<file path="src/rtl/dac_rx.sv">
// dac_rx: left-justified serial audio receiver. Synchronizes bitck/lrck/dat
// into clk, assembles WIDTH-bit words, pairs left+right, and presents each
// pair through a one-deep valid/ready buffer with sticky length/overrun
// errors and a link-idle timeout.
module dac_rx #(
    parameter int WIDTH   = 16,
    parameter int TIMEOUT = 255
) (
    input  logic             clk,
    input  logic             rst,
    input  logic             dac_bitck,
    input  logic             dac_lrck,
    input  logic             dac_dat,
    output logic [WIDTH-1:0] out_left,
    output logic [WIDTH-1:0] out_right,
    output logic             out_valid,
    input  logic             out_ready,
    output logic             len_err,
    output logic             overrun,
    output logic             idle,
    input  logic             err_clr
);
    localparam logic [5:0]  W_CNT  = 6'(WIDTH);
    localparam logic [15:0] TO_CNT = 16'(TIMEOUT);
    localparam logic [15:0] TO_M1  = 16'(TIMEOUT - 1);

    // Two-stage synchronizer pipe, each stage packed as {bitck, lrck, dat}
    logic [1:0][2:0] sync_pipe;
    logic            bitck_d;
    logic            edge_det, lrck_s, dat_s;

    // Word assembly / pairing state
    logic [15:0]      idle_cnt;
    logic             first_seen, prev_lrck, have_left;
    logic [5:0]       bit_cnt;
    logic [WIDTH-1:0] word, left_hold;
    logic [WIDTH-1:0] msb_mask, bit_mask;
    logic             boundary, len_short, pair_fire;

    assign lrck_s   = sync_pipe[1][1];
    assign dat_s    = sync_pipe[1][0];
    assign edge_det = sync_pipe[1][2] & ~bitck_d;

    // Bits land MSB-first at position WIDTH-1-count, so a short word is
    // left-aligned and zero-padded without any final shift.
    assign msb_mask  = {1'b1, {(WIDTH-1){1'b0}}};
    assign bit_mask  = msb_mask >> bit_cnt;
    assign idle      = (idle_cnt == TO_CNT);
    assign boundary  = edge_det & first_seen & (lrck_s != prev_lrck);
    assign len_short = boundary & (bit_cnt != 6'd0) & (bit_cnt < W_CNT);
    // A right word completes on a 1->0 boundary; it pairs only with a held left
    assign pair_fire = boundary & prev_lrck & have_left;

    // Synchronize the serial pins and keep the last bitck for edge detection
    always_ff @(posedge clk) begin
        if (rst) begin
            sync_pipe <= '0;
            bitck_d   <= 1'b0;
        end else begin
            sync_pipe <= {sync_pipe[0], {dac_bitck, dac_lrck, dac_dat}};
            bitck_d   <= sync_pipe[1][2];
        end
    end

    // Word framing on bitck edges, left/right pairing, and idle timeout
    always_ff @(posedge clk) begin
        if (rst) begin
            idle_cnt   <= '0;
            first_seen <= 1'b0;
            prev_lrck  <= 1'b0;
            have_left  <= 1'b0;
            bit_cnt    <= '0;
            word       <= '0;
            left_hold  <= '0;
        end else if (edge_det) begin
            idle_cnt   <= '0;
            first_seen <= 1'b1;
            prev_lrck  <= lrck_s;
            if (!first_seen || boundary) begin
                // Current bit is the MSB of a fresh word
                word    <= dat_s ? msb_mask : '0;
                bit_cnt <= 6'd1;
                if (boundary) begin
                    if (!prev_lrck) begin
                        left_hold <= word;
                        have_left <= 1'b1;
                    end else begin
                        // Right word either consumed by the pair or orphaned
                        have_left <= 1'b0;
                    end
                end
            end else begin
                if (bit_cnt < W_CNT && dat_s) word <= word | bit_mask;
                if (bit_cnt != 6'd63) bit_cnt <= bit_cnt + 6'd1;
            end
        end else begin
            if (idle_cnt != TO_CNT) idle_cnt <= idle_cnt + 16'd1;
            // Drop framing state as the counter reaches (or sits at) timeout
            if (idle_cnt >= TO_M1) begin
                bit_cnt    <= '0;
                have_left  <= 1'b0;
                first_seen <= 1'b0;
            end
        end
    end

    // One-deep output buffer and sticky errors (a set beats a same-cycle clear)
    always_ff @(posedge clk) begin
        if (rst) begin
            out_left  <= '0;
            out_right <= '0;
            out_valid <= 1'b0;
            len_err   <= 1'b0;
            overrun   <= 1'b0;
        end else begin
            if (err_clr) begin
                len_err <= 1'b0;
                overrun <= 1'b0;
            end
            if (len_short) len_err <= 1'b1;
            if (pair_fire) begin
                if (!out_valid || out_ready) begin
                    out_left  <= left_hold;
                    out_right <= word;
                    out_valid <= 1'b1;
                end else begin
                    overrun <= 1'b1;
                end
            end else if (out_valid && out_ready) begin
                out_valid <= 1'b0;
            end
        end
    end

endmodule
</file>
<file path="config.mk">
export PLATFORM = sky130hd
export DESIGN_NAME = dac_rx
export DESIGN_NICKNAME = d
export VERILOG_FILES = /design/src/rtl/dac_rx.sv
export SDC_FILE = /design/constraint.sdc
export NUM_CORES = 1
export LEC_CHECK = 0
export ABC_CLOCK_PERIOD_IN_PS = 1500
export BUFFER_PORTS_ARGS = -buffer_cell sky130_fd_sc_hd__buf_2
export CORE_MARGIN = 4
export CORE_UTILIZATION = 52
export CTS_CLUSTER_DIAMETER = 40
export CTS_CLUSTER_SIZE = 20
export DETAILED_ROUTE_END_ITERATION = 8
export PLACE_DENSITY = 0.76
export SYNTH_ARGS = -nofsm -noshare
export SYNTH_HDL_FRONTEND = slang
export SYNTH_SLANG_ARGS = --single-unit
</file>
<file path="constraint.sdc">
create_clock -name clk -period 1.5 [get_ports clk]
set_input_delay 0.075 -clock clk [delete_from_list [all_inputs] [get_ports clk]]
set_output_delay 0.075 -clock clk [all_outputs]
set_load 0.03 [all_outputs]
</file>
==> out/summary.txt, run 1 <==
Row count -> 31
Vias in the first global route -> 3243
Starting Density -> 54.1%
Critical Path RT -> 1.42 ns
Synth Area in Compound Gates -> 12.3%
Synth Area in Simple Gates -> 22.8%
Die X -> 95.5 um
Synth cell types -> 51
Worst Setup Start Kind -> flop
DR pass1 iterations -> 4
Combinational family with the most area after synthesis -> simple AND/OR/NAND/NOR gates
Core area -> 0.00737 mm^2
Setup TNS -> -0.578 ns
Largest net degree at the start of global routing -> 28
Status -> finished with violations
First-pass GRT wire length -> 14600 um
Clock Path Buffers -> 2
Multi-input logic area -> 0.00220 mm^2
Clock latency on the worst-skew pair -> 0.37 ns
Post-Route WL -> 10300 um
Worst Tran Pin Value -> 0.384 ns
Sequential share of the synthesized area -> 49.7%
Highest net fanout along the worst path -> 3
VDD IR max -> 0.525 mV
Via count of the routed design -> 3475
Worst Setup Slack, final -> -0.118 ns
DIE AREA -> 0.00913 mm^2
Clock transition at path regs -> 0.09 ns
Mux cell area share after synthesis -> 8.04%
IO Count -> 43
Leakage -> 2.10 nW
Area delta synth->final -> 37.5%
DR iter-0 viols -> 136
Number of CTS-inserted buffers -> 9
All-Layer GR Usage -> 20.5%
Commonest cells post-synth -> 99 x dfxtp_1, 61 x nor2_1, 46 x nand2_1
Max-slew violations -> 0
Top-count cell post-synth -> dfxtp_1
Final Setup Violations -> 21
Synth area leader -> dfxtp_1
CTS Sinks -> 99
Asr flop ratio synth -> 0%
Syn nets -> 440
Syn_area_per_cell -> 9.29 um^2
Crit path time final -> 1.62 ns
Setup CP Type -> reg -> out
CTS root buffer -> clkbuf_8
WL/cell -> 16.3 um
Final core area utilization -> 74.3%
Hold Path Class -> in -> reg
Fmax -> 0.618 GHz
Post-synth top area share -> 49.7%
Filler Cell Count -> 522
Initial antenna violation count -> 0
Hold Fails Final Rpt -> 0
Buffers added on ports -> 42
CP Data Arrival Time -> 1.54 ns
DRC viols -> 0
RSZ-0062 raised after global routing -> true
Hpwl dp -> 5790 um
Die H -> 95.5 um
#FFs+latches synth -> 99
Maxcap violations -> 0
Adder-cell area share of the yosys netlist -> 1.26%
Rel. slew slack -> 74.4%
Power, Total -> 4.66 mW
CTS tree -> built
Final period util -> 108%
# diodes -> 0
FF-to-FF setup slack -> -0.08 ns
CP endpoint kind -> output port
Vias per std cell -> 5.52
Skew final -> 0.00825 ns
Ys Warns -> 0
Grt ovf -> 0
Ys flop type -> dfxtp_1
Post-synthesis xor/xnor area fraction -> 1.95%
Fin nets -> 538
H-tree Lvls -> 3
Synth area leaders -> dfxtp_1 50%, mux2i_1 8.0%, nor2_1 5.7%
Mapped Cells -> 429
PwrDens -> 852 mW/mm^2
Synth Cell Area -> 0.00399 mm^2
Gpl congestion -> 0.848
ANT nets after route -> 0
Failing checks -> setup timing
Register area -> 0.00201 mm^2
EDFF count, synth -> 0
Share of layout cells above drive strength 1 -> 41.4%
[layer usage]
metal  wire, um  vias up  GRT usage (%)
met5          0        -              0
met2       5340       85           35.5
met4        323        0           8.77
li1           -     1697              -
met1       4170     1665           24.2
met3        434       28           4.42
[cell families (layout without fill, tap and decap cells)]
family | after synthesis | after routing
and+or+nand+nor | 177 | 177
DFF | 99 | 99
AOI/OAI and AO/OA | 77 | 77
muxes | 32 | 32
buffers and inverters | 32 | 134
xor gates and xnor gates | 8 | 8
adders and majority gates | 4 | 4
[sequential cells by signal, indices dropped and copies added, names as in the netlist, 4 cells and up]
signal	count
bit_cnt	6
idle_cnt	16
left_hold	16
out_left	16
out_right	16
sync_pipe	4
word	16
[area by class of cell]
type / instances / area share [%]
clock buffer: 9 / 2.26
clock inverter: 6 / 1.37
inverter: 7 / 0.617
multi-input combinational: 298 / 40.2
sequential: 99 / 36.8
tap: 99 / 2.26
timing repair buffer: 112 / 16.6
[metrics by stage]
| step | cells | area, um^2 | setup slack (ns) | hold slack (ns) |
|---|---|---|---|---|
| after global routing | 630 | 5480 | -0.189 | 0.0332 |
| after global placement | 585 | 4530 | 0.0175 | 0.281 |
| after detailed placement | 585 | 4530 | -0.0489 | 0.288 |
| after CTS | 618 | 4950 | -0.113 | 0.0308 |
| final | 630 | 5480 | -0.118 | 0.0522 |
| after floorplan | 429 | 4020 | -0.104 | 0.203 |
[report_power, final]
part	internal (mW)	total [mW]	switching, mW
Combinational	0.116	0.254	0.138
Sequential	2.65	2.67	0.0261
Clock	0.784	1.74	0.955
[worst max-delay path, cell delays in order (launching register included)]
cell	delay (ns)
dfxtp_2	0.34
nor4_2	0.26
buf_4	0.16
nand4_1	0.10
buf_6	0.16
inv_6	0.05
buf_6	0.12
[worst paths after layout]
check / start / endpoint / depth (start not counted)
max: idle_cnt[15]$_SDFFE_PP0N_ / idle / 6
min: out_ready / out_valid$_SDFFE_PP0P_ / 3
max reg2reg: idle_cnt[1]$_SDFFE_PP0N_ / idle_cnt[3]$_SDFFE_PP0N_ / 8
min reg2reg: sync_pipe[2]$_SDFF_PP0_ / sync_pipe[5]$_SDFF_PP0_ / 1
[what timing repair did]
item	4_1_cts	5_1_grt
hold buffers	4	0
endpoints found under the hold margin	4	0
buffers inserted	12	9
endpoints found under the setup margin	39	78
pin swaps	7	46
gates resized for setup	14	115
cloned	2	3
[cell usage in the layout, fill, tap and decap left out, types with 8 or more instances in the layout]
master / n
dfxtp_1: 82
nor2_1: 60
buf_4: 44
buf_2: 41
mux2i_1: 28
nand2_1: 27
a21oi_2: 21
buf_6: 17
a21oi_1: 14
dfxtp_2: 13
nor2b_1: 11
nand2_2: 11
nand4_1: 9
o21ai_0: 9
clkbuf_8: 9
and3_1: 8
nand2_4: 8
(Power assumes the default switching activity.)
==> run 2, diff against run 1 <==
--- a/config.mk
+++ b/config.mk
@@ -8,11 +8,11 @@
 export ABC_CLOCK_PERIOD_IN_PS = 1500
 export BUFFER_PORTS_ARGS = -buffer_cell sky130_fd_sc_hd__buf_2
 export CORE_MARGIN = 4
-export CORE_UTILIZATION = 52
+export CORE_UTILIZATION = 40
 export CTS_CLUSTER_DIAMETER = 40
 export CTS_CLUSTER_SIZE = 20
 export DETAILED_ROUTE_END_ITERATION = 8
-export PLACE_DENSITY = 0.76
+export PLACE_DENSITY = 0.61
 export SYNTH_ARGS = -nofsm -noshare
 export SYNTH_HDL_FRONTEND = slang
 export SYNTH_SLANG_ARGS = --single-unit
==> out/summary.txt, run 2 (same netlist as run 1, synthesis figures left out) <==
Status -> finished with violations
Failing checks -> setup timing
Fin nets -> 532
Setup CP Type -> reg -> reg
DR iter-0 viols -> 91
Max incr delay on CP -> 0.38 ns
CP endpoint kind -> flop
WP buf/inv -> 2
Final period util -> 105%
Hpwl dp -> 5960 um
Clock Path Buffers -> 2
Critical Path RT -> 1.80 ns
Post-Layout Cell Count -> 659
CTS tree -> built
PwrDens -> 872 mW/mm^2
Largest net degree at the start of global routing -> 25
Grt ovf -> 0
Die X -> 108 um
Rel. slew slack -> 69.6%
Via count of the routed design -> 3283
DIE AREA -> 0.0116 mm^2
DP Cell Count -> 622
VDD IR max -> 0.506 mV
CP Data Arrival Time -> 1.88 ns
CP startpoint -> idle_cnt[1]$_SDFFE_PP0N_
Worst slack at placement -> -0.151 ns
DR pass1 iterations -> 4
Die H -> 108 um
Vias in the first global route -> 3110
RSZ-0062 raised after global routing -> true
Crit path time final -> 1.58 ns
Initial antenna violation count -> 0
ANT nets after route -> 0
Buffers added on ports -> 42
H-tree Lvls -> 3
Leakage -> 2.07 nW
Hold Fails Final Rpt -> 0
HP Start -> out_ready
Fmax -> 0.633 GHz
Max-slew violations -> 0
Final Setup Violations -> 3
CTS root buffer -> clkbuf_8
CP Cell Sequence -> ha_4 -> and3_4 -> nand4_1 -> inv_2 -> buf_4 -> or3_1 -> a21oi_2
Worst reg-to-reg path cell count -> 7
Gpl congestion -> 0.792
Crit path max-delay family -> simple AND/OR/NAND/NOR gates
WL/cell -> 14.1 um
Vias per std cell -> 4.98
Commonest cells after routing, fill and taps aside -> 86 x dfxtp_1, 59 x nor2_1, 43 x nand2_1, 43 x buf_4, 41 x buf_2
Reg2reg start -> idle_cnt[1]$_SDFFE_PP0N_
First-pass GRT wire length -> 15100 um
Clock latency on the worst-skew pair -> 0.37 ns
Hold Path Class -> in -> reg
Slowest-stage cell, CP -> dfxtp_4
Highest net fanout along the worst path -> 6
Post-Route WL -> 9300 um
All-Layer GR Usage -> 16.3%
Starting Density -> 41.0%
IO Count -> 43
Share of layout cells above drive strength 1 -> 33.8%
Most common cell after layout, fill and taps aside -> dfxtp_1
Clock transition at path regs -> 0.10 ns
Area delta synth->final -> 33.5%
Worst Setup Slack, final -> -0.0797 ns
Worst Setup Start Kind -> flop
Skew final -> 0.0145 ns
Worst Tran Pin Value -> 0.455 ns
Hold_ws -> 0.0379 ns
DRC viols -> 0
Row count -> 36
Maxcap violations -> 0
Worst hold stages -> 3
CTS Sinks -> 99
FF-to-FF setup slack -> -0.08 ns
Worst path depth -> 7
# diodes -> 0
Number of CTS-inserted buffers -> 9
Core area -> 0.00973 mm^2
==> run 2: cell count changes in the layout (fill, tap and decap cells not counted), sizes merged <==
cell      delta
buf          -6
clkinv       +4
clkinvlp     -3
bufinv       -1
inv          +1
==> run 2: metrics by stage <==
| step | total power [mW] | TNS [ns] | util [%] | instance area [um^2] |
|---|---|---|---|---|
| 2_1_floorplan | 2.84 | -0.222 | - | 4020 |
| 3_3_place_gp | 2.91 | -0.694 | 47.4 | 4610 |
| 3_5_place_dp | 2.91 | -2.20 | 47.4 | 4610 |
| 4_1_cts | 4.68 | -0.654 | 51.9 | 5050 |
| 5_1_grt | 4.83 | -2.44 | 54.7 | 5320 |
| 6_report | 4.64 | -0.228 | 54.7 | 5320 |
==> run 2: worst paths after layout <==
| kind | end |
|---|---|
| worst max-delay path | idle_cnt[5]$_SDFFE_PP0N_ |
| worst min-delay path | out_valid$_SDFFE_PP0P_ |
| worst min register to register | lrck_s$_SDFF_PP0_ |
| worst max register to register | idle_cnt[5]$_SDFFE_PP0N_ |
==> run 2: worst register-to-register path, cell delays in order, from the launching register on <==
cell,delay (ns)
dfxtp_4,0.38
ha_4,0.17
and3_4,0.17
nand4_1,0.15
inv_2,0.07
buf_4,0.15
or3_1,0.32
a21oi_2,0.12
==> run 2: metal layers <==
layer  global-route usage [%]  up-vias  share of wire, %
li1                         -     1679                 -
met1                     20.7     1536                45
met2                     26.5       60                49
met3                     4.08        8               5.0
met4                     6.31        0               1.3
met5                        0        -                 0
==> run 2: final cells by class <==
type,instances,area [um^2]
inverters,7,26.3
fillers,879,4410
multi-input cells,298,2060
clock inverters,7,91.3
repair buffers,106,843
clock buffers,9,124
flip-flops and latches,99,2010
well taps,133,166
==> run 2: power breakdown <==
part / total [mW] / internal (mW) / switching [mW] / leakage, nW
logic: 0.222 / 0.0977 / 0.124 / 1.16
clock network: 1.75 / 0.677 / 1.07 / 0.106
registers: 2.67 / 2.64 / 0.0243 / 0.807
==> run 2: repair_timing <==
item | 4_1_cts | 5_1_grt
gates cloned | 2 | 2
endpoints found under the hold margin | 4 | 0
hold buffers | 4 | 0
gates resized for setup | 17 | 55
endpoints found under the setup margin | 48 | 82
buffers inserted | 10 | 3
pin swaps | 4 | 30
==> run 3, diff against run 2 <==
==> config.mk (replaced) <==
export PLATFORM = sky130hd
export DESIGN_NAME = dac_rx
export DESIGN_NICKNAME = d
export VERILOG_FILES = /design/src/rtl/dac_rx.sv
export SDC_FILE = /design/constraint.sdc
export NUM_CORES = 1
export LEC_CHECK = 0
export ABC_AREA = 1
export ABC_CLOCK_PERIOD_IN_PS = 1900
export BUFFER_PORTS_ARGS = -buffer_cell sky130_fd_sc_hd__buf_2
export CORE_MARGIN = 4
export CORE_UTILIZATION = 40
export CTS_CLUSTER_DIAMETER = 40
export CTS_CLUSTER_SIZE = 20
export DETAILED_ROUTE_END_ITERATION = 8
export PLACE_DENSITY = 0.56
export SYNTH_ARGS = -nofsm -noshare
export SYNTH_HDL_FRONTEND = slang
export SYNTH_SLANG_ARGS = --single-unit
==> constraint.sdc (replaced) <==
create_clock -name clk -period 1.9 [get_ports clk]
set_input_delay 0.095 -clock clk [delete_from_list [all_inputs] [get_ports clk]]
set_output_delay 0.095 -clock clk [all_outputs]
set_load 0.03 [all_outputs]
==> out/summary.txt, run 3 <==
Hold Fails Final Rpt -> 0
First-pass GRT wire length -> 13700 um
Critical Path RT -> 1.80 ns
R2r endpoint -> out_right[6]$_SDFFE_PP0P_
Worst Setup Start Kind -> flop
Worst reg-to-reg path cell count -> 9
Critical Path End -> idle
Initial antenna violation count -> 0
Top-count cell post-synth -> dfxtp_1
CP endpoint kind -> output port
CP Data Arrival Time -> 1.65 ns
Combinational share of power -> 3.4%
Commonest cells post-synth -> 99 x dfxtp_1, 93 x nor2_1, 66 x a21oi_1
WL/cell -> 11.7 um
Sequential share of the synthesized area -> 50.9%
Largest net degree at the start of global routing -> 53
Fin area -> 0.00450 mm^2
Most common cell after layout, fill and taps aside -> dfxtp_1
DR pass1 iterations -> 5
ANT nets after route -> 0
PwrDens -> 778 mW/mm^2
Clock Path Buffers -> 2
Clock latency on the worst-skew pair -> 0.37 ns
CTS root buffer -> clkbuf_8
Power Internal -> 2.64 mW
Grt ovf -> 0
Syn nets -> 523
Synth Cell Area -> 0.00389 mm^2
Reg2reg start -> sync_pipe[5]$_SDFF_PP0_
Synth area leader -> dfxtp_1
Rel. slew slack -> 68.1%
Setup CP Type -> reg -> out
Hpwl dp -> 5730 um
Gpl congestion -> 0.872
Buffers added on ports -> 42
EDFF count, synth -> 0
Maxcap violations -> 0
Vias per std cell -> 4.79
Fmax -> 0.574 GHz
Highest net fanout along the worst path -> 8
Final Setup Violations -> 0
CTS Sinks -> 99
Skew final -> 0.0181 ns
DRC viols -> 0
Worst Tran Pin Value -> 0.477 ns
Seq pwr share -> 60.2%
Filler Cell Count -> 980
Ys Warns -> 0
Status -> finished clean
Syn_area_per_cell -> 7.60 um^2
RSZ-0062 raised after global routing -> false
DIE AREA -> 0.0114 mm^2
DR iter-0 viols -> 105
VDD IR max -> 0.439 mV
Final period util -> 91.7%
Mapped Cells -> 512
Die H -> 107 um
Starting Density -> 41.5%
H-tree Lvls -> 3
Share of layout cells above drive strength 1 -> 14.7%
FF-to-FF setup slack -> 0.26 ns
NetSw -> 0.861 mW
Leakage -> 1.87 nW
Crit path time final -> 1.74 ns
CP Cell Sequence -> ha_4 -> inv_1 -> nor2_4 -> nand2_1 -> inv_2 -> nand2_4 -> inv_4 -> buf_4
CTS tree -> built
Clk pwr share -> 36.4%
Via count of the routed design -> 3317
IO Count -> 43
Post-synth top area share -> 50.9%
Die X -> 107 um
Worst slack at placement -> 0.202 ns
# diodes -> 0
Ys flop type -> dfxtp_1
Max-slew violations -> 0
Fin nets -> 569
#FFs+latches synth -> 99
CP startpoint -> idle_cnt[0]$_SDFFE_PP0N_
Sw frac -> 24.6%
Worst Setup Slack, final -> 0.158 ns
Asr flop ratio synth -> 0%
Synth cell types -> 26
Crit path max-delay family -> buffers and inverters
Synth area leaders -> dfxtp_1 51%, nor2_1 9.0%, a21oi_1 8.5%
All-Layer GR Usage -> 14.6%
Hold Path Class -> in -> reg
Commonest cells after routing, fill and taps aside -> 97 x dfxtp_1, 93 x nor2_1, 66 x a21oi_1
Area delta synth->final -> 15.6%
Placed inst area -> 0.00423 mm^2
Core area -> 0.00937 mm^2
Setup TNS -> 0 ns
Clock transition at path regs -> 0.10 ns
Post-Route WL -> 8070 um
Hold_ws -> 0.0917 ns
WP buf/inv -> 4
Number of CTS-inserted buffers -> 9
Worst path depth -> 8
Slowest-stage cell, CP -> dfxtp_2
Max incr delay on CP -> 0.39 ns
Final core area utilization -> 48.0%
Vias in the first global route -> 2940
Row count -> 35
## run 3: cell types whose count changed in the layout (fill, tap and decap cells not counted), sizes merged, moves of 19 or more
cell and change:
a21oi +30, mux2i -32, buf -51, inv +46, nand2 +19, o21ai +51
nor2 +36
## run 3: power by group through the flow
| stage | clock network [mW] | registers (mW) | logic (mW) |
|---|---|---|---|
| 6_report | 1.27 | 2.11 | 0.118 |
| 5_1_grt | 1.41 | 2.11 | 0.136 |
| 4_1_cts | 1.33 | 2.11 | 0.119 |
| 3_5_place_dp | 0 | 2.15 | 0.112 |
| 3_3_place_gp | 0 | 2.15 | 0.110 |
| 2_1_floorplan | 0 | 2.15 | 0.0799 |
## run 3: area by class of cell
type | instances | area, um^2 | share of cell area, %
Clock inverter | 7 | 65.1 | 1.45
Tap cell | 129 | 161 | 3.59
Inverter | 53 | 201 | 4.48
Timing Repair Buffer | 54 | 325 | 7.23
Clock buffer | 9 | 124 | 2.75
Sequential cell | 99 | 1990 | 44.2
Multi-Input combinational cell | 341 | 1630 | 36.3
## run 3: repair_timing
item	in CTS	in global routing
hold endpoints to repair	5	0
hold buffers	4	0
setup buffers	0	1
gates resized for setup	6	5
pin swaps	0	0
endpoints found under the setup margin	1	1
## run 3: cell families (layout without fill, tap and decap cells)
group / Yosys count / count (layout) / synth area share (%)
AOI/OAI and AO/OA: 131 / 131 / 17.0
buffers and inverters: 72 / 123 / 7.62
and+or+nand+nor: 200 / 200 / 21.8
adders and majority gates: 4 / 4 / 1.29
DFF: 99 / 99 / 50.9
xor gates and xnor gates: 6 / 6 / 1.35
## run 3: metrics by stage
stage,std cells,power (mW)
after detailed placement,671,2.27
after global placement,671,2.26
after CTS,691,3.55
final,692,3.50
after global routing,692,3.66
after floorplan,512,2.23
## run 3: layer usage
| metal | vias up | routed length (um) | GRT usage (%) |
|---|---|---|---|
| met3 | 7 | 363 | 3.91 |
| li1 | 1758 | - | - |
| met4 | 0 | 65 | 4.57 |
| met5 | - | 0 | 0 |
| met1 | 1489 | 3930 | 19.3 |
| met2 | 63 | 3710 | 23.2 |
## run 3: worst min-delay path by stage
stage | startpoint | end | slack, ns | cells after the start
2_1_floorplan | dac_dat | sync_pipe[0]$_SDFF_PP0_ | 0.20 | 2
3_3_place_gp | dac_dat | sync_pipe[0]$_SDFF_PP0_ | 0.30 | 3
3_5_place_dp | dac_dat | sync_pipe[0]$_SDFF_PP0_ | 0.30 | 3
4_1_cts | out_ready | overrun$_SDFF_PP0_ | 0.08 | 4
5_1_grt | rst | have_left$_SDFFE_PP0P_ | 0.1 | 2
6_report | rst | have_left$_SDFFE_PP0P_ | 0.09 | 2
## run 3: worst register-to-register path: stages, from the launching register on
cell     delay [ns]
dfxtp_1        0.35
inv_2          0.05
nor2_4         0.18
nand2_2        0.12
nor2_4         0.12
inv_2          0.05
nor2_4         0.21
buf_12         0.23
o21ai_0        0.12
a21oi_1        0.14
